## config.mk

```make
export PLATFORM = sky130hd
export DESIGN_NAME = framing_send_arb_flat
export DESIGN_NICKNAME = d
export VERILOG_FILES = /design/src/rtl/framing_send_arb_if.sv /design/src/rtl/framing_send_arb.sv /design/src/flat_wrapper.sv
export SDC_FILE = /design/constraint.sdc
export NUM_CORES = 1
export LEC_CHECK = 0
export CAP_MARGIN = 10
export CORE_UTILIZATION = 35
export CTS_BUF_LIST = sky130_fd_sc_hd__clkbuf_8 sky130_fd_sc_hd__clkbuf_16
export CTS_CLUSTER_DIAMETER = 120
export DETAILED_ROUTE_END_ITERATION = 10
export GPL_TIMING_DRIVEN = 1
export HOLD_SLACK_MARGIN = 0.05
export PLACE_DENSITY = 0.87
export SYNTH_ARGS = -nofsm -noshare
export SYNTH_HDL_FRONTEND = slang
export SYNTH_SLANG_ARGS = --single-unit
```

## constraint.sdc

```tcl
create_clock -name clk -period 2.3 [get_ports clk]
set_input_delay 0.575 -clock clk [delete_from_list [all_inputs] [get_ports clk]]
set_output_delay 0.575 -clock clk [all_outputs]
set_load 0.005 [all_outputs]
```

## src/rtl/framing_send_arb_if.sv

```systemverilog
// rtl/framing_send_arb_if.sv - requester and framing-send bundle for framing_send_arb
// Purpose: carries the requester handshakes, the ring and length-FIFO write paths
//          and the sticky error/clear pair between the arbiter and its neighbours.
// Ports:   slave  - arbiter side (framing_send_arb)
//          master - requester / framing-block side
interface framing_send_arb_if #(
  parameter int NREQ     = 4,
  parameter int LEN_BITS = 8
);
  logic [NREQ-1:0]          req_valid;
  logic [NREQ*LEN_BITS-1:0] req_len;
  logic [NREQ*8-1:0]        req_data;
  logic [NREQ-1:0]          req_data_valid;
  logic [NREQ-1:0]          req_data_ack;
  logic [NREQ-1:0]          req_done;
  logic                     req_err;
  logic [NREQ-1:0]          grant;
  logic [7:0]               send_ring_data;
  logic                     send_ring_wr_en;
  logic                     send_ring_full;
  logic [LEN_BITS-1:0]      send_fifo_data;
  logic                     send_fifo_wr_en;
  logic                     send_fifo_full;
  logic                     error;
  logic                     clr;

  modport slave (
    input  req_valid, req_len, req_data, req_data_valid,
    input  send_ring_full, send_fifo_full, clr,
    output req_data_ack, req_done, req_err, grant,
    output send_ring_data, send_ring_wr_en, send_fifo_data, send_fifo_wr_en, error
  );

  modport master (
    output req_valid, req_len, req_data, req_data_valid,
    output send_ring_full, send_fifo_full, clr,
    input  req_data_ack, req_done, req_err, grant,
    input  send_ring_data, send_ring_wr_en, send_fifo_data, send_fifo_wr_en, error
  );
endinterface

```

## src/rtl/framing_send_arb.sv

```systemverilog
// rtl/framing_send_arb.sv - round-robin arbiter serializing whole messages into the framing send path
// Purpose: grants one requester at a time, copies its payload bytes into the send
//          ring, then pushes the payload length into the length FIFO.
// Ports:   clk, rst_n - clock and asynchronous active-low reset
//          bus        - framing_send_arb_if.slave (requesters, ring, length FIFO, error/clr)
module framing_send_arb #(
  parameter int NREQ        = 4,
  parameter int LEN_BITS    = 8,
  parameter int MAX_PAYLOAD = 58
) (
  input logic               clk,
  input logic               rst_n,
  framing_send_arb_if.slave bus
);
  localparam int IDX_W = (NREQ > 1) ? $clog2(NREQ) : 1;

  typedef enum logic [1:0] {IDLE, COPY, COMMIT, REJECT} state_e;

  state_e              state_q, state_d;
  logic [NREQ-1:0]     grant_q, grant_d;
  logic [IDX_W-1:0]    owner_q, owner_d;
  logic [IDX_W-1:0]    last_owner_q, last_owner_d;
  logic [LEN_BITS-1:0] len_q, len_d;
  logic [LEN_BITS-1:0] remaining_q, remaining_d;
  logic                error_q, error_d;

  logic                found;
  logic [IDX_W-1:0]    pick;
  logic [LEN_BITS-1:0] pick_len;
  logic                own_dv;
  logic [7:0]          own_data;
  int                  scan_idx;

  logic [NREQ-1:0]     data_ack;
  logic [NREQ-1:0]     done;
  logic                err;
  logic                ring_wr;
  logic                fifo_wr;

  // Round-robin scan starting just after the last owner.
  always_comb begin
    found    = 1'b0;
    pick     = last_owner_q;
    scan_idx = 0;
    for (int k = 0; k < NREQ; k++) begin
      scan_idx = int'(last_owner_q) + 1 + k;
      if (scan_idx >= NREQ) scan_idx = scan_idx - NREQ;
      for (int i = 0; i < NREQ; i++) begin
        if (!found && (i == scan_idx) && bus.req_valid[i]) begin
          found = 1'b1;
          pick  = IDX_W'(i);
        end
      end
    end
  end

  // Slice muxes for the candidate's length and the owner's byte stream.
  always_comb begin
    pick_len = '0;
    own_dv   = 1'b0;
    own_data = 8'h00;
    for (int i = 0; i < NREQ; i++) begin
      if (IDX_W'(i) == pick) pick_len = bus.req_len[i*LEN_BITS +: LEN_BITS];
      if (IDX_W'(i) == owner_q) begin
        own_dv   = bus.req_data_valid[i];
        own_data = bus.req_data[i*8 +: 8];
      end
    end
  end

  always_comb begin
    state_d      = state_q;
    grant_d      = grant_q;
    owner_d      = owner_q;
    last_owner_d = last_owner_q;
    len_d        = len_q;
    remaining_d  = remaining_q;
    // Clear first so that a rejection in the same cycle overrides it.
    error_d      = bus.clr ? 1'b0 : error_q;
    data_ack     = '0;
    done         = '0;
    err          = 1'b0;
    ring_wr      = 1'b0;
    fifo_wr      = 1'b0;

    case (state_q)
      IDLE: begin
        if (found) begin
          grant_d     = NREQ'(1) << pick;
          owner_d     = pick;
          len_d       = pick_len;
          remaining_d = pick_len;
          if (int'(pick_len) > MAX_PAYLOAD) state_d = REJECT;
          else if (pick_len == '0)          state_d = COMMIT;
          else                              state_d = COPY;
        end
      end
      COPY: begin
        // req_valid is deliberately not consulted here: a granted message always runs to completion.
        if (own_dv && !bus.send_ring_full) begin
          ring_wr     = 1'b1;
          data_ack    = grant_q;
          remaining_d = remaining_q - LEN_BITS'(1);
          if (remaining_q == LEN_BITS'(1)) state_d = COMMIT;
        end
      end
      COMMIT: begin
        if (!bus.send_fifo_full) begin
          fifo_wr      = 1'b1;
          done         = grant_q;
          last_owner_d = owner_q;
          grant_d      = '0;
          state_d      = IDLE;
        end
      end
      REJECT: begin
        done         = grant_q;
        err          = 1'b1;
        error_d      = 1'b1;
        last_owner_d = owner_q;
        grant_d      = '0;
        state_d      = IDLE;
      end
      default: state_d = IDLE;
    endcase
  end

  always_ff @(posedge clk or negedge rst_n) begin
    if (!rst_n) begin
      state_q      <= IDLE;
      grant_q      <= '0;
      owner_q      <= '0;
      last_owner_q <= IDX_W'(NREQ - 1);
      len_q        <= '0;
      remaining_q  <= '0;
      error_q      <= 1'b0;
    end else begin
      state_q      <= state_d;
      grant_q      <= grant_d;
      owner_q      <= owner_d;
      last_owner_q <= last_owner_d;
      len_q        <= len_d;
      remaining_q  <= remaining_d;
      error_q      <= error_d;
    end
  end

  assign bus.req_data_ack    = data_ack;
  assign bus.req_done        = done;
  assign bus.req_err         = err;
  assign bus.grant           = grant_q;
  assign bus.send_ring_data  = own_data;
  assign bus.send_ring_wr_en = ring_wr;
  assign bus.send_fifo_data  = len_q;
  assign bus.send_fifo_wr_en = fifo_wr;
  assign bus.error           = error_q;
endmodule

```

## src/flat_wrapper.sv

```systemverilog
// flat-port wrapper written by rule: the top's interface ports become plain ports
module framing_send_arb_flat 
#(
  parameter int NREQ        = 4,
  parameter int LEN_BITS    = 8,
  parameter int MAX_PAYLOAD = 58
)
  (clk, rst_n, bus_req_valid, bus_req_len, bus_req_data, bus_req_data_valid, bus_send_ring_full, bus_send_fifo_full, bus_clr, bus_req_data_ack, bus_req_done, bus_req_err, bus_grant, bus_send_ring_data, bus_send_ring_wr_en, bus_send_fifo_data, bus_send_fifo_wr_en, bus_error);
  framing_send_arb_if #(.NREQ(NREQ), .LEN_BITS(LEN_BITS)) bus_i ();
  input logic clk;
  input logic rst_n;
  input wire logic [$bits(bus_i.req_valid)-1:0] bus_req_valid;
  input wire logic [$bits(bus_i.req_len)-1:0] bus_req_len;
  input wire logic [$bits(bus_i.req_data)-1:0] bus_req_data;
  input wire logic [$bits(bus_i.req_data_valid)-1:0] bus_req_data_valid;
  input wire logic [$bits(bus_i.send_ring_full)-1:0] bus_send_ring_full;
  input wire logic [$bits(bus_i.send_fifo_full)-1:0] bus_send_fifo_full;
  input wire logic [$bits(bus_i.clr)-1:0] bus_clr;
  output wire logic [$bits(bus_i.req_data_ack)-1:0] bus_req_data_ack;
  output wire logic [$bits(bus_i.req_done)-1:0] bus_req_done;
  output wire logic [$bits(bus_i.req_err)-1:0] bus_req_err;
  output wire logic [$bits(bus_i.grant)-1:0] bus_grant;
  output wire logic [$bits(bus_i.send_ring_data)-1:0] bus_send_ring_data;
  output wire logic [$bits(bus_i.send_ring_wr_en)-1:0] bus_send_ring_wr_en;
  output wire logic [$bits(bus_i.send_fifo_data)-1:0] bus_send_fifo_data;
  output wire logic [$bits(bus_i.send_fifo_wr_en)-1:0] bus_send_fifo_wr_en;
  output wire logic [$bits(bus_i.error)-1:0] bus_error;
  assign bus_i.req_valid = bus_req_valid;
  assign bus_i.req_len = bus_req_len;
  assign bus_i.req_data = bus_req_data;
  assign bus_i.req_data_valid = bus_req_data_valid;
  assign bus_i.send_ring_full = bus_send_ring_full;
  assign bus_i.send_fifo_full = bus_send_fifo_full;
  assign bus_i.clr = bus_clr;
  assign bus_req_data_ack = bus_i.req_data_ack;
  assign bus_req_done = bus_i.req_done;
  assign bus_req_err = bus_i.req_err;
  assign bus_grant = bus_i.grant;
  assign bus_send_ring_data = bus_i.send_ring_data;
  assign bus_send_ring_wr_en = bus_i.send_ring_wr_en;
  assign bus_send_fifo_data = bus_i.send_fifo_data;
  assign bus_send_fifo_wr_en = bus_i.send_fifo_wr_en;
  assign bus_error = bus_i.error;
  framing_send_arb #(.NREQ(NREQ), .LEN_BITS(LEN_BITS), .MAX_PAYLOAD(MAX_PAYLOAD)) u_core (.clk(clk), .rst_n(rst_n), .bus(bus_i));
endmodule
```

After elaboration in Yosys (flattened, before gate mapping)
Index checks and enable logic that the tools add are counted.

Register bits after elaboration: 27. Bits of input ports: 77. Output and inout bits: 32. Logic and storage cells: 187.

Add/sub/neg operators: 9. $lt $le $gt $ge: 5. Equality and inequality tests: 26. Shifts and indexed selects: 1. Multiplexer cells: 74. Reductions and logical operators: 65.

Operator list (count): $eq A3 B32 Y1 const A (8); $eq A2 B32 Y1 const A (4); $logic_not A32 Y1 (4); $mux W32 (4); $ge A32 B4 Y1 const B (3); $sub A32 B4 Y32 const B (3); $mux W8 (10); $add A32 B3 Y32 const B (2); $mux W2 (23); $add A32 B2 Y32 const B (1); $logic_and A1 B1 Y1 (32); $mux W1 (27); $mux W4 (5); $logic_not A1 Y1 (16); $pmux W8 S2 (1); $pmux W4 S3 (1); $eq A2 B2 Y1 const A (4); $eq A8 B1 Y1 const B (1); $gt A8 B6 Y1 const B (1); $logic_not A8 Y1 (1); $pmux W2 S4 (1); $pmux W4 S2 (1); $sub A8 B1 Y8 const B (1); $logic_not A2 Y1 (3); other kinds (15) (23).

Logic depth before layout (Yosys ltp)
Depth in word-level cells: 76. Gate-level depth with buffers: 9. Gate-level depth less buffers: 8.

Worst setup path after synthesis
Ideal clock, no wire load.

Path type: input -> register. Start point: input port bus_req_valid[1]. End point: register u_core.state_q[1]. Setup time: 0.130 ns. Arrival: 2.297 ns. Required time: 2.170 ns. Path slack: -0.127 ns. Cell stages on the path: 9. Path buffers: 1. Path through: nor2_1 > nand3b_1 > and2_4 > buf_6 > mux4_2 > a21o_1 > and4_4 > o31ai_2 > nand3_1.

Cells in the longest elaborated chain, start to end: 68.

Ends and longest elaborated chain: start, declared (RTL line flat_wrapper.sv:12) `input wire logic [$bits(bus_i.req_valid)-1:0] bus_req_valid;`; branches (longest 68 deep; another with $logic_and A1 B1 Y1); end signal, assigned (RTL line framing_send_arb.sv:138) `state_q <= state_d;`; end, declared (RTL line framing_send_arb.sv:19) `state_e state_q, state_d;`.

Parallel ways; which one is timed is not known. The select of a mux whose other input is x is not followed. A chain may end at the register's enable or synchronous reset.

Final worst setup path
Start point: register u_core.last_owner_q[0]. End point: register u_core.state_q[1].

Cells in the longest elaborated chain, start to end: 76.

Ends and longest elaborated chain: start, declared (RTL line framing_send_arb.sv:22) `logic [IDX_W-1:0] last_owner_q, last_owner_d;`; start signal, assigned (RTL line framing_send_arb.sv:133) `last_owner_q <= IDX_W'(NREQ - 1);`; start signal, assigned (RTL line framing_send_arb.sv:141) `last_owner_q <= last_owner_d;`; branches (longest 76 deep; another with $add A32 B2 Y32).

Parallel ways; which one is timed is not known. The select of a mux whose other input is x is not followed.

==> flow_summary.rst <==
.. list-table::
   :header-rows: 1

   * - Metric
     - Value
   * - All-layer global routing usage
     - 21.6%
   * - Delay contributed by the slowest stage of the critical path
     - 0.59 ns
   * - Unrepaired setup endpoints after global routing
     - true
   * - Final Critical Period
     - about 2.4 ns
   * - TritonCTS clock tree
     - done
   * - P_int
     - 2.43 mW
   * - I/O Buffers
     - 108
   * - Average detailed-routed wire length per instance
     - 15.5 um
   * - Total core area
     - roughly 5200 um2
   * - Global-route wire length before repair
     - slightly above 10,000 um
   * - Post-synth net total
     - 266
   * - CP startpoint kind
     - flop
   * - Final design instance area without fill
     - 3470 um2
   * - Maximum number of pins on one net before global-route repair
     - 28
   * - Wire length reported by the detailed router
     - just over 6000 um
   * - Required arrival time at the worst endpoint
     - 2.46 ns
   * - Critical path endpoint category
     - flop
   * - Initial core utilization
     - 37.2%
   * - Starting DRC count in detailed routing
     - 179
   * - Number of antenna repair diodes
     - 0
   * - Cell chosen for the clock root
     - sky130_fd_sc_hd__clkbuf_8
   * - Warning count from the yosys run
     - 0
   * - Overall die width
     - 76.4 um
   * - Number of standard cells after synthesis
     - roughly 190
   * - Vertical extent of the die
     - 76.4 um
   * - Layout cells sized above 1
     - 31.1%
   * - Arrival time at the worst endpoint
     - about 2.5 ns
   * - Largest fanout on the critical path
     - 5
   * - Number of buffers inserted during clock tree synthesis
     - 3
   * - Upper clock frequency limit
     - 423 MHz
   * - First-pass iteration count of the detailed router
     - 6
   * - Number of buffers inserted for hold repair after clock tree synthesis
     - 0
   * - Post-synthesis area per instance
     - approximately 10 um2
   * - Final Max Slew Viols
     - 0
   * - Leading post-synthesis cells by cell area
     - sky130_fd_sc_hd__dfrtp_1 (32%), sky130_fd_sc_hd__mux4_2 (17%), sky130_fd_sc_hd__mux2_2 (5.2%)
   * - Net switching share of the total power
     - 39.4%
   * - Status
     - complete, but fails checks
   * - Synth Register Bits
     - 27
   * - Power density over the cells
     - 1160 nW/um2
   * - Violated checks
     - negative setup slack
   * - Clk_lat worst skew
     - 0.28 ns
   * - Number of hold violations in the final report
     - 0
   * - Leftover overflow at the end of global routing
     - 0
   * - Maximum Capacitance Violations
     - 0
   * - Sequential group share of total power
     - 23.6%
   * - Max IR drop VDD
     - 578 uV
   * - Slowest stage cell on the critical path
     - sky130_fd_sc_hd__dfstp_2
   * - Area overhead of the layout relative to synthesis
     - 79.0%
   * - Transition at the pin with the smallest max-transition slack
     - 0.774 ns
   * - Share of synthesized area occupied by flip-flops and latches
     - 35.0%
   * - Max Root-Sink Buffers
     - 2
   * - Level count of the clock H-tree
     - 1
   * - Switching power
     - ~1.6 mW
   * - Count of flip-flops with a built-in enable after synthesis
     - 0
   * - Start-to-end type of the worst setup path
     - flop to flop
   * - Drt drc
     - 0
   * - Clock-pin slew on the worst setup and hold paths
     - 0.09 ns
   * - Remaining number of nets flagged by the antenna check after routing
     - 0
   * - Total I/O pin count
     - 109
   * - Placer congestion estimate
     - 0.827
   * - Final cycle utilization of the critical path
     - 103%
   * - Part of the total power dissipated in the clock network
     - 6.7%
   * - Combinational share of power
     - 69.6%
   * - Post-layout instance count excluding filler cells
     - 398
   * - Path category of the worst min-delay check
     - flop to flop
   * - Number of placement rows
     - 26
   * - Static leakage
     - roughly 1.5 nW
   * - Number of setup violations in the final report
     - 1
   * - Max_slew headroom
     - 48.4%
   * - Area of the die
     - about 6000 um2
   * - Total standard cell area after synthesis
     - 1940 um2
   * - Via count of the first global-routing pass
     - 2,156
   * - Antenna violations before repair
     - 0
   * - Area share of the largest cell type after synthesis
     - 32.3%
   * - Net count of the finished layout
     - 408
   * - Number of placed instances, taps included
     - 384
   * - Vias after detailed routing
     - 2,082
   * - Final worst setup slack
     - -0.0645 ns
   * - Avg Vias per Cell
     - about 5.2
   * - Count of cell types in the netlist
     - 39
   * - HPWL after DPL
     - 4800 um
   * - Synth Flop Type
     - sky130_fd_sc_hd__dfrtp_1
   * - Dpl cell area
     - roughly 3300 um2
   * - Crit-path cells
     - nor2b_4, o21ba_2, a221oi_4, mux4_2, a21o_1, and4_4, o31ai_4, nand3_1
   * - Cell type contributing the most total cell area after synthesis
     - sky130_fd_sc_hd__dfrtp_1
   * - Placement-stage worst setup slack
     - -0.609 ns
   * - Async set-or-reset flop fraction in the synthesized netlist
     - 100%
   * - Sinks on the clock net
     - 27
   * - Final setup skew
     - between 0.003 and 0.004 ns
[flip-flops by register name, summed over array words and instances, names as in the netlist]
name                       count
u_core.state_q                 2
u_core.owner_q                 2
u_core.last_owner_q            2
u_core.bus.send_fifo_data      8
u_core.remaining_q             8
u_core.bus.grant               4
u_core.bus.error               1
[routing by layer]
| layer | up-vias | wire length, um | GRT usage [%] | share of wire, % |
|---|---|---|---|---|
| li1 | 985 | - | - | - |
| met1 | 1001 | 2580 | 26.5 | 42 |
| met2 | 82 | 3130 | 37.4 | 51 |
| met3 | 14 | 306 | 3.71 | 5.0 |
| met4 | 0 | 146 | 8.46 | 2.4 |
| met5 | - | 0 | 0 | 0 |
[critical path: cells and delay by family, from the launching register on]
family	cells	cell delay [ns]
AO/OA/AOI/OAI	4	0.91
flip-flops	1	0.59
multiplexers	1	0.42
AND/OR/NAND/NOR	3	0.34
[synthesized netlist by cell type, drive strengths merged, types with 2 or more instances]
cell type  instances
a211oi             2
a21o               3
a21oi              8
a22oi              2
and2               3
and3               4
buf                3
clkbuf             6
dfrtp             25
dfstp              2
ha                 2
inv                5
mux2               9
mux2i              8
mux4              15
nand2             15
nand2b             3
nand3              2
nand3b             2
nor2              22
nor2b              8
nor3               4
nor3b              2
nor4               5
o21ai             16
o41ai              4
[cells in the final DEF, fill, tap and decap left out, types with 3 or more instances in the layout]
master,netlist,layout
sky130_fd_sc_hd__nor3_1,4,3
sky130_fd_sc_hd__nand2_1,15,15
sky130_fd_sc_hd__nor2b_1,8,6
sky130_fd_sc_hd__clkdlybuf4s15_1,0,8
sky130_fd_sc_hd__buf_4,0,35
sky130_fd_sc_hd__mux2i_1,8,5
sky130_fd_sc_hd__dlygate4sd2_1,0,10
sky130_fd_sc_hd__a21o_1,3,3
sky130_fd_sc_hd__clkbuf_8,0,3
sky130_fd_sc_hd__nor4_1,4,4
sky130_fd_sc_hd__and3_1,4,3
sky130_fd_sc_hd__nor2_1,22,20
sky130_fd_sc_hd__a21oi_1,8,6
sky130_fd_sc_hd__clkdlybuf4s50_1,0,81
sky130_fd_sc_hd__mux4_2,15,15
sky130_fd_sc_hd__o41ai_1,4,4
sky130_fd_sc_hd__buf_2,0,6
sky130_fd_sc_hd__mux2_2,9,8
sky130_fd_sc_hd__dfrtp_1,25,25
sky130_fd_sc_hd__inv_1,4,5
sky130_fd_sc_hd__o21ai_1,4,3
sky130_fd_sc_hd__mux2i_2,0,3
sky130_fd_sc_hd__o21ai_0,12,12
[power groups by stage]
| stage | clock, mW | sequential, mW | combinational, mW |
|---|---|---|---|
| floorplan | 0 | 0.904 | 1.45 |
| global placement | 0 | 0.930 | 2.47 |
| detailed placement | 0 | 0.938 | 2.54 |
| CTS | 0.270 | 0.940 | 2.64 |
| global route | 0.292 | 0.983 | 3.02 |
| finish | 0.270 | 0.949 | 2.80 |
[final cells by class]
| cell class | instances | area (um2) |
|---|---|---|
| inverter | 5 | 18.8 |
| multi-input combinational | 146 | 1300 |
| timing repair buffer | 146 | 1340 |
| sequential | 27 | 678 |
| clock inverter | 1 | 3.75 |
| tap | 70 | 87.6 |
| clock buffer | 3 | 41.3 |
| fill | 418 | 1740 |
[metrics by stage]
stage | setup TNS (ns) | utilization (%) | total power, mW | hold slack [ns]
6_report | -0.0645 | 66.6 | 4.01 | 0.486
2_1_floorplan | -0.124 | - | 2.36 | 0.279
4_1_cts | -0.0542 | 65.1 | 3.85 | 0.490
3_3_place_gp | -12.19 | 62.9 | 3.40 | 0.468
5_1_grt | -0.275 | 66.6 | 4.29 | 0.509
3_5_place_dp | -14.10 | 62.9 | 3.48 | 0.468
[final timing paths]
| check | from | end | slack [ns] | cells after the start |
|---|---|---|---|---|
| max reg2reg | u_core.last_owner_q[0]$_DFFE_PN1P_ | u_core.state_q[1]$_DFFE_PN0P_ | -0.06 | 8 |
| max | u_core.last_owner_q[0]$_DFFE_PN1P_ | u_core.state_q[1]$_DFFE_PN0P_ | -0.06 | 8 |
| min in group asynchronous | rst_n | u_core.bus.error$_DFFE_PN0P_ | 0.67 | 2 |
| max in group asynchronous | rst_n | u_core.last_owner_q[1]$_DFFE_PN1P_ | 1.34 | 2 |
| min | u_core.bus.error$_DFFE_PN0P_ | u_core.bus.error$_DFFE_PN0P_ | 0.49 | 1 |
| min reg2reg | u_core.bus.error$_DFFE_PN0P_ | u_core.bus.error$_DFFE_PN0P_ | 0.49 | 1 |
[timing repair]
item,4_1_cts,5_1_grt
buffers inserted,8,2
pin swaps,9,8
resized for setup,66,19
setup endpoints to repair,34,18
endpoints found under the hold margin,0,0
[logic make-up after synthesis]
| family | count (synthesis) | synth area share [%] |
|---|---|---|
| buffers and inverters | 14 | 3.49 |
| flip-flops | 27 | 35.0 |
| AO/OA/AOI/OAI | 40 | 14.3 |
| adder cells (fa/ha/maj) | 2 | 1.29 |
| AND/OR/NAND/NOR | 72 | 19.1 |
| multiplexers | 32 | 26.8 |
Power figures use the tool's default switching activity.
